--- config.mk ---
export PLATFORM = sky130hd
export DESIGN_NAME = misaligned_lsu
export DESIGN_NICKNAME = d
export VERILOG_FILES = /design/src/rtl/misaligned_lsu.sv
export SDC_FILE = /design/constraint.sdc
export NUM_CORES = 1
export LEC_CHECK = 0
export ABC_AREA = 1
export BUFFER_PORTS_ARGS = -buffer_cell sky130_fd_sc_hd__buf_2
export CORE_MARGIN = 2
export CORE_UTILIZATION = 56
export CTS_BUF_LIST = sky130_fd_sc_hd__clkbuf_2 sky130_fd_sc_hd__clkbuf_4 sky130_fd_sc_hd__clkbuf_8
export CTS_CLUSTER_DIAMETER = 40
export DETAILED_ROUTE_END_ITERATION = 16
export GPL_ROUTABILITY_DRIVEN = 1
export MAX_ROUTING_LAYER = met4
export PLACE_DENSITY = 0.95
export SLEW_MARGIN = 25
export SYNTH_ARGS = -nofsm -noshare
export SYNTH_HDL_FRONTEND = slang
export SYNTH_SLANG_ARGS = --single-unit
--- constraint.sdc ---
create_clock -name clk -period 6.2 [get_ports clk]
set_input_delay 0.93 -clock clk [delete_from_list [all_inputs] [get_ports clk]]
set_output_delay 0.93 -clock clk [all_outputs]
set_load 0.01 [all_outputs]
--- src/rtl/misaligned_lsu.sv ---
// misaligned_lsu: MEM-stage load/store sequencer in front of the data memory.
// Word-crossing accesses are split into naturally aligned beats. Loads are
// always fetched as whole words and the lane is selected and extended here.
module misaligned_lsu #(
    parameter int DM_ADDRESS = 9,
    parameter int DATA_W     = 32
) (
    input  logic                  clk,
    input  logic                  reset_n,
    input  logic                  MemRead_i,
    input  logic                  MemWrite_i,
    input  logic [2:0]            Funct3_i,
    input  logic [DM_ADDRESS-1:0] addr_i,
    input  logic [DATA_W-1:0]     wdata_i,
    output logic [DATA_W-1:0]     rdata_o,
    output logic                  stall_o,
    output logic                  MemRead_o,
    output logic                  MemWrite_o,
    output logic [2:0]            Funct3_o,
    output logic [DM_ADDRESS-1:0] a_o,
    output logic [DATA_W-1:0]     wd_o,
    input  logic [DATA_W-1:0]     rd_i,
    output logic [15:0]           split_cnt_o
);

    localparam logic [0:0] S_IDLE  = 1'b0;
    localparam logic [0:0] S_SPLIT = 1'b1;

    logic [0:0]              state_q, state_d;
    logic [1:0]              beat_q, beat_d;
    logic [DATA_W-1:0]       hold_q, hold_d;
    logic [15:0]             split_cnt_q, split_cnt_d;

    logic                    is_load, is_store, active, sw_word, last;
    logic [2:0]              size, span, n_beats;
    logic [1:0]              cur_beat;
    logic [DM_ADDRESS-3:0]   word_idx;
    logic [DATA_W-1:0]       w0;

    // Shift the two-word window down to the addressed byte, then extend.
    function automatic logic [DATA_W-1:0] load_extend(
        input logic [2*DATA_W-1:0] pair,
        input logic [1:0]          off,
        input logic [2:0]          f3
    );
        logic [2*DATA_W-1:0] s;
        s = pair >> {off, 3'b000};
        case (f3)
            3'b000:  load_extend = {{(DATA_W-8){s[7]}}, s[7:0]};
            3'b001:  load_extend = {{(DATA_W-16){s[15]}}, s[15:0]};
            3'b100:  load_extend = {{(DATA_W-8){1'b0}}, s[7:0]};
            3'b101:  load_extend = {{(DATA_W-16){1'b0}}, s[15:0]};
            default: load_extend = s[DATA_W-1:0];
        endcase
    endfunction

    // Decode the request: access size, beat count and the beat being issued now.
    always_comb begin
        is_load  = MemRead_i;
        is_store = MemWrite_i & ~MemRead_i;
        active   = reset_n & (is_load | is_store);
        case (Funct3_i[1:0])
            2'b00:   size = 3'd1;
            2'b01:   size = 3'd2;
            default: size = 3'd4;   // W, and undefined encodings sized as W
        endcase
        span    = {1'b0, addr_i[1:0]} + size;
        sw_word = (size == 3'd4) && (addr_i[1:0] == 2'b00);
        if (is_load) begin
            n_beats = (span > 3'd4) ? 3'd2 : 3'd1;
        end else if (size == 3'd4) begin
            n_beats = sw_word ? 3'd1 : 3'd4;
        end else begin
            n_beats = size;
        end
        cur_beat = (state_q == S_SPLIT) ? beat_q : 2'd0;
        last     = ({1'b0, cur_beat} == (n_beats - 3'd1));
        word_idx = addr_i[DM_ADDRESS-1:2] + (DM_ADDRESS-2)'(cur_beat[0]);
    end

    // Drive the memory port and the pipeline-facing outputs for the current beat.
    always_comb begin
        MemRead_o  = 1'b0;
        MemWrite_o = 1'b0;
        Funct3_o   = 3'b000;
        a_o        = '0;
        wd_o       = '0;
        stall_o    = 1'b0;
        rdata_o    = '0;
        w0         = (state_q == S_SPLIT) ? hold_q : rd_i;
        if (active) begin
            stall_o = ~last;
            if (is_load) begin
                MemRead_o = 1'b1;
                Funct3_o  = 3'b010;
                a_o       = {word_idx, 2'b00};
                if (last) begin
                    rdata_o = load_extend({rd_i, w0}, addr_i[1:0], Funct3_i);
                end
            end else begin
                MemWrite_o = 1'b1;
                if (sw_word) begin
                    Funct3_o = 3'b010;
                    a_o      = addr_i;
                    wd_o     = wdata_i;
                end else begin
                    Funct3_o = 3'b000;
                    a_o      = addr_i + DM_ADDRESS'(cur_beat);
                    wd_o     = {{(DATA_W-8){1'b0}}, wdata_i[{cur_beat, 3'b000} +: 8]};
                end
            end
        end
    end

    // Next-state for the beat sequencer, first-word capture and split counter.
    always_comb begin
        state_d     = state_q;
        beat_d      = beat_q;
        hold_d      = hold_q;
        split_cnt_d = split_cnt_q;
        case (state_q)
            S_IDLE: begin
                if (active && !last) begin
                    state_d = S_SPLIT;
                    beat_d  = 2'd1;
                    if (is_load) begin
                        hold_d = rd_i;
                    end
                    if (split_cnt_q != 16'hFFFF) begin
                        split_cnt_d = split_cnt_q + 16'd1;
                    end
                end
            end
            default: begin
                // A vanished request cannot be finished; fall back to IDLE.
                if (!active || last) begin
                    state_d = S_IDLE;
                    beat_d  = 2'd0;
                end else begin
                    beat_d = beat_q + 2'd1;
                end
            end
        endcase
    end

    // State registers with synchronous active-low reset.
    always_ff @(posedge clk) begin
        if (!reset_n) begin
            state_q     <= S_IDLE;
            beat_q      <= 2'd0;
            hold_q      <= '0;
            split_cnt_q <= 16'd0;
        end else begin
            state_q     <= state_d;
            beat_q      <= beat_d;
            hold_q      <= hold_d;
            split_cnt_q <= split_cnt_d;
        end
    end

    assign split_cnt_o = split_cnt_q;

endmodule

Word-level counts from Yosys, hierarchy flattened
Index checks and enable logic that the tools add are counted.
W data, S select, Z words.
Storage, ports and cells
  register bits: 51
  input bits: 80
  word-level logic and storage cells: 68
  output and inout bits: 95
Operators by class
  equal/unequal tests: 7
  magnitude comparators: 1
  add/sub/neg operators: 6
  shift-type cells: 2
  reductions and logical operators: 11
  bitwise logic cells: 6
  multiplexer cells: 31
Operator list (count)
  $mux W32: 7
  $pmux W32 S4: 1
  $shr A64 B5 Y32: 1
  $shiftx A32 B6 Y8: 1
  $mux W9: 3
  $add A16 B1 Y16 const B: 1
  $mux W2: 8
  $ne A16 B16 Y1 const B: 1
  $add A9 B2 Y9: 1
  $eq A3 B3 Y1 const B: 3
  $mux W3: 3
  $mux W1: 8
  $add A7 B1 Y7: 1
  $pmux W3 S2: 1
  $reduce_and A3 Y1: 2
  $logic_not A2 Y1: 2
  $add A2 B3 Y3: 1
  $eq A2 B3 Y1: 1
  $eq A3 B1 Y1 const B: 1
  $gt A3 B3 Y1 const B: 1
  $logic_not A3 Y1: 1
  $not A1 Y1: 3
  $sub A3 B1 Y3 const B: 1
  $add A2 B1 Y2 const B: 1
  other kinds (7): 10

Depth between registers and ports, before layout
  depth after elaboration: 13
  mapped depth: 22
  depth with buffers taken out: 21

Worst setup path before layout
Ideal clock, no wire load.
  path type: input port to output port
  start: input addr_i[1]
  end: output rdata_o[6]
  setup slack: 1.421 ns
  required time: 5.270 ns
  arrival: 3.849 ns
  buffers on the path: 4
  stages: 14
  cell sequence: buf_2 > inv_1 > clkbuf_1 > clkbuf_1 > fa_1 > a21oi_2 > nand2_1 > nand2_1 > ha_1 > xor2_1 > nor2_4 > nand3_2 > buf_2 > a211oi_1
On the way
  cells in the longest elaborated chain, start to end: 10
  elaborated cells between the ends (all ways): 15
  those cells by class: add/sub (2); order compare (1); eq/ne (1); shift (1); mux (8); reduce/logical (2)
Ends and longest elaborated chain
  start, declared: line 13  | input logic [DM_ADDRESS-1:0] addr_i,
  parallel branches: the longest is 7 deep, another holds $add A2 B3 Y3
  $mux W32 (*): line 97  | if (last) begin
  $mux W32 (*): line 93  | if (is_load) begin
  $mux W32 (*): line 91  | if (active) begin
  end, declared: line 15  | output logic [DATA_W-1:0] rdata_o,
Mark *: on every way between the ends.

Worst setup path in the final report
  start: input Funct3_i[1]
  end: output rdata_o[16]
On the way
  cells in the longest elaborated chain, start to end: 12
  elaborated cells between the ends (all ways): 21
  those cells by class: add/sub (2); order compare (1); eq/ne (6); mux (9); reduce/logical (3)
Ends and longest elaborated chain
  start, declared: line 12  | input logic [2:0] Funct3_i,
  parallel branches: the longest is 9 deep, another holds $add A2 B3 Y3
  $mux W32 (*): line 97
  $mux W32 (*): line 93
  $mux W32 (*): line 91
Marks and branches as above.

==> metrics <==
top cells by area, synth=dfxtp_1 21%, nand2_1 16%, nor2_1 9.7%; IO Count=175; r2r setup slk=3.58 ns; port buffer count=172; Area Overhead vs Synth=17.23%; antenna viol nets, final=0; initial drt markers=587; Mean Syn Cell Area=5.739 sq um; Slew HR=44.47%; Routed WL=14350 microns; Clock Tree Buf Depth=2; vias per cell=5.488; Ys Warns=0; Worst Skew=0.01516 ns; placed cell count=1062; Final HPWL DP=10500 microns; final setup fails=0; Hold-fix buffers, CTS=0; largest net degree at the start of global routing=82; GP Congestion=0.9711; Commonest cells post-synth=204 x nand2_1, 125 x nor2_1, 80 x o21ai_0, 74 x inv_1, 73 x a21oi_1; CTS tree=built; slowest CP cell=fa_1; Die Height=96.72 microns; worst min path class=reg -> reg; core area=0.008258 sq mm; Peak VDD IR=0.1085 mV; final core utilization=68.35%; DRT Pass-1 Iters=5; Max Cap Viol=0; clock sink count=51; internal power=550.8 uW; Primary FF master, synth=dfxtp_1; switching part of the total=38.33%; #FFs+latches synth=51; Setup CP Type=in -> out; dpl ws=1.169 ns; Logic pwr share=36.0%; grt ovf=0; die width=96.72 microns; top-count cell post-synth=nand2_1; Yosys cell types=41; FFs w/ async S/R, synth=0%; Crit path largest cell delay=0.46 ns; FF-to-FF End=hold_q[16]; crit start category=input port; CTS root buffer=clkbuf_8; starting density of the core=58.30%; Critical Path End Type=primary output; antenna violations before repair=0; hold_sp=hold_q[18]; Crit Reg-Reg Startpoint=state_q; WP data arrival=4.13 ns; sw power=342.3 uW; share of the synthesized area in the top cell type=21.21%; period utilization=81.55%; nets@finish=1053; ANT cells=0; footprint of the multi-input gates=0.003197 sq mm; fillers=775; Worst-Margin Slew=0.8320 ns; die area=0.009355 sq mm; total CTS buffers=5; Final WS setup=1.144 ns; Power Dens Cells=158.2 mW/mm^2; Req. time, crit path=5.27 ns; number of global-route vias before repair=4892; clk slew on worst S/H paths=0.10 ns; path depth of the worst reg2reg path=8; WL per Instance=13.41 microns; worst-skew pair later-pin latency=0.32 ns; status=complete, no violations; FP Rows=33; layout cells sized above 1=21.35%; cell accounting for the most synthesized area=dfxtp_1; Post-Syn Area=0.004815 sq mm; Worst Hold End=hold_q[18]; Sequential Area=0.001022 sq mm; final hold violations=0; GRT Overall Usage=30.23%; Min Hold Slack=0.4720 ns; first-pass GRT wire length=23670 microns; WHS Path Cells=2; Sequential Power Share=39.5%; clock group share of total power=24.4%; DRC=0; Fmax achieved=197.8 MHz; number of setup buffers added after CTS=0; crit-path cells=buf_2 > inv_2 > nand2_4 > inv_1 > ha_1 > inv_1 > fa_1 > a21oi_2 > nand2_1 > nand2_1 > ha_1 > xor2_1 > nor2_4 > nand3_2 > clkinv_2 > o21ai_0 > nor2_1 > buf_2; post-CTS sizing=0; TNS Setup=0 ns; Final Non-Filler Cells=1070; Synth Instances=839; sequential share of the synthesized area=21.21%; Post-synth EDFFs=0; max-slew violation count=0; vias=5872; depth of the CTS H-tree=2; RSZ-0062 raised after global routing=no; crit-path max FO=19; min cycle time layout=5.056 ns; leakage power figure=0.002814 uW
## through the flow
| stage | power, uW | area [sq um] |
|---|---|---|
| finish | 893.2 | 5644 |
| global route | 946.5 | 5644 |
| CTS | 886.0 | 5640 |
| detailed placement | 673.6 | 5537 |
| global placement | 669.2 | 5537 |
| floorplan | 589.2 | 4818 |
## worst max-delay path by stage
stage                     slack (ns)   startpoint  cells after the start          end
after global placement          1.29  Funct3_i[1]                     18  rdata_o[18]
after CTS                       1.16  Funct3_i[1]                     18  rdata_o[20]
after detailed placement        1.17  Funct3_i[1]                     18  rdata_o[20]
final                           1.14  Funct3_i[1]                     18  rdata_o[16]
after global routing            0.81  Funct3_i[1]                     18  rdata_o[19]
after floorplan                 1.42    addr_i[1]                     14   rdata_o[6]
## final cells by class
type	instances	area share (%)
sequential	51	18.11
clock buffer	7	1.707
timing repair buffer	175	15.65
multi-input combinational	650	56.64
inverter	81	5.431
clock inverter	1	0.1330
tap	105	2.328
## cell usage in the layout (no fill, tap or decap), types with 4 or more instances in the layout
| cell | synthesis | final |
|---|---|---|
| inv_2 | 6 | 5 |
| nor2_1 | 125 | 125 |
| a21oi_1 | 73 | 73 |
| a211oi_1 | 7 | 7 |
| nor3_1 | 23 | 23 |
| nand4_1 | 26 | 26 |
| o21ai_0 | 80 | 80 |
| o211ai_1 | 11 | 11 |
| a22oi_1 | 6 | 6 |
| dfxtp_1 | 51 | 50 |
| o21ai_1 | 12 | 12 |
| xnor2_1 | 8 | 8 |
| inv_1 | 74 | 74 |
| xor2_1 | 7 | 7 |
| buf_2 | 16 | 172 |
| nand3_1 | 29 | 29 |
| o21a_1 | 4 | 4 |
| nand2_1 | 204 | 203 |
| ha_1 | 7 | 7 |
| clkbuf_8 | 0 | 7 |
## power by group through the flow
stage	Combinational (uW)	Clock [uW]	Sequential, uW
after floorplan	230	0	359
after global placement	309	0	360
after detailed placement	313	0	360
after CTS	315	218	353
after global routing	360	231	355
final	322	218	353
## worst max-delay path, delay by kind of cell
family | cells | cell delay (ns)
xor gates and xnor gates | 1 | 0.19
adders and majority gates | 3 | 0.84
AOI/OAI and AO/OA | 2 | 0.29
buffers and inverters | 6 | 0.92
and+or+nand+nor | 6 | 0.97
## routing by layer
layer	vias to the layer above	track usage, %	routed length (microns)
li1	3004	-	-
met4	0	7.692	241
met1	2595	42.36	6408
met5	-	-	0
met2	251	44.02	6347
met3	22	7.081	1352
## logic make-up (layout without fill, tap and decap cells)
| logic type | after synthesis | in the layout | share of synthesized area, % |
|---|---|---|---|
| buffers and inverters | 139 | 264 | 12.53 |
| adders and majority gates | 9 | 9 | 2.651 |
| DFF | 51 | 51 | 21.21 |
| xor gates and xnor gates | 15 | 15 | 2.729 |
| and+or+nand+nor | 420 | 420 | 37.32 |
| other | 1 | 2 | 0.07789 |
| AOI/OAI and AO/OA | 204 | 204 | 23.49 |
## registers in the layout (all words and copies together) (netlist names)
signal / count
split_cnt_o: 16
hold_q: 32
beat_q: 2
state_q: 1
Note: power is estimated with default switching activity, not from simulation.
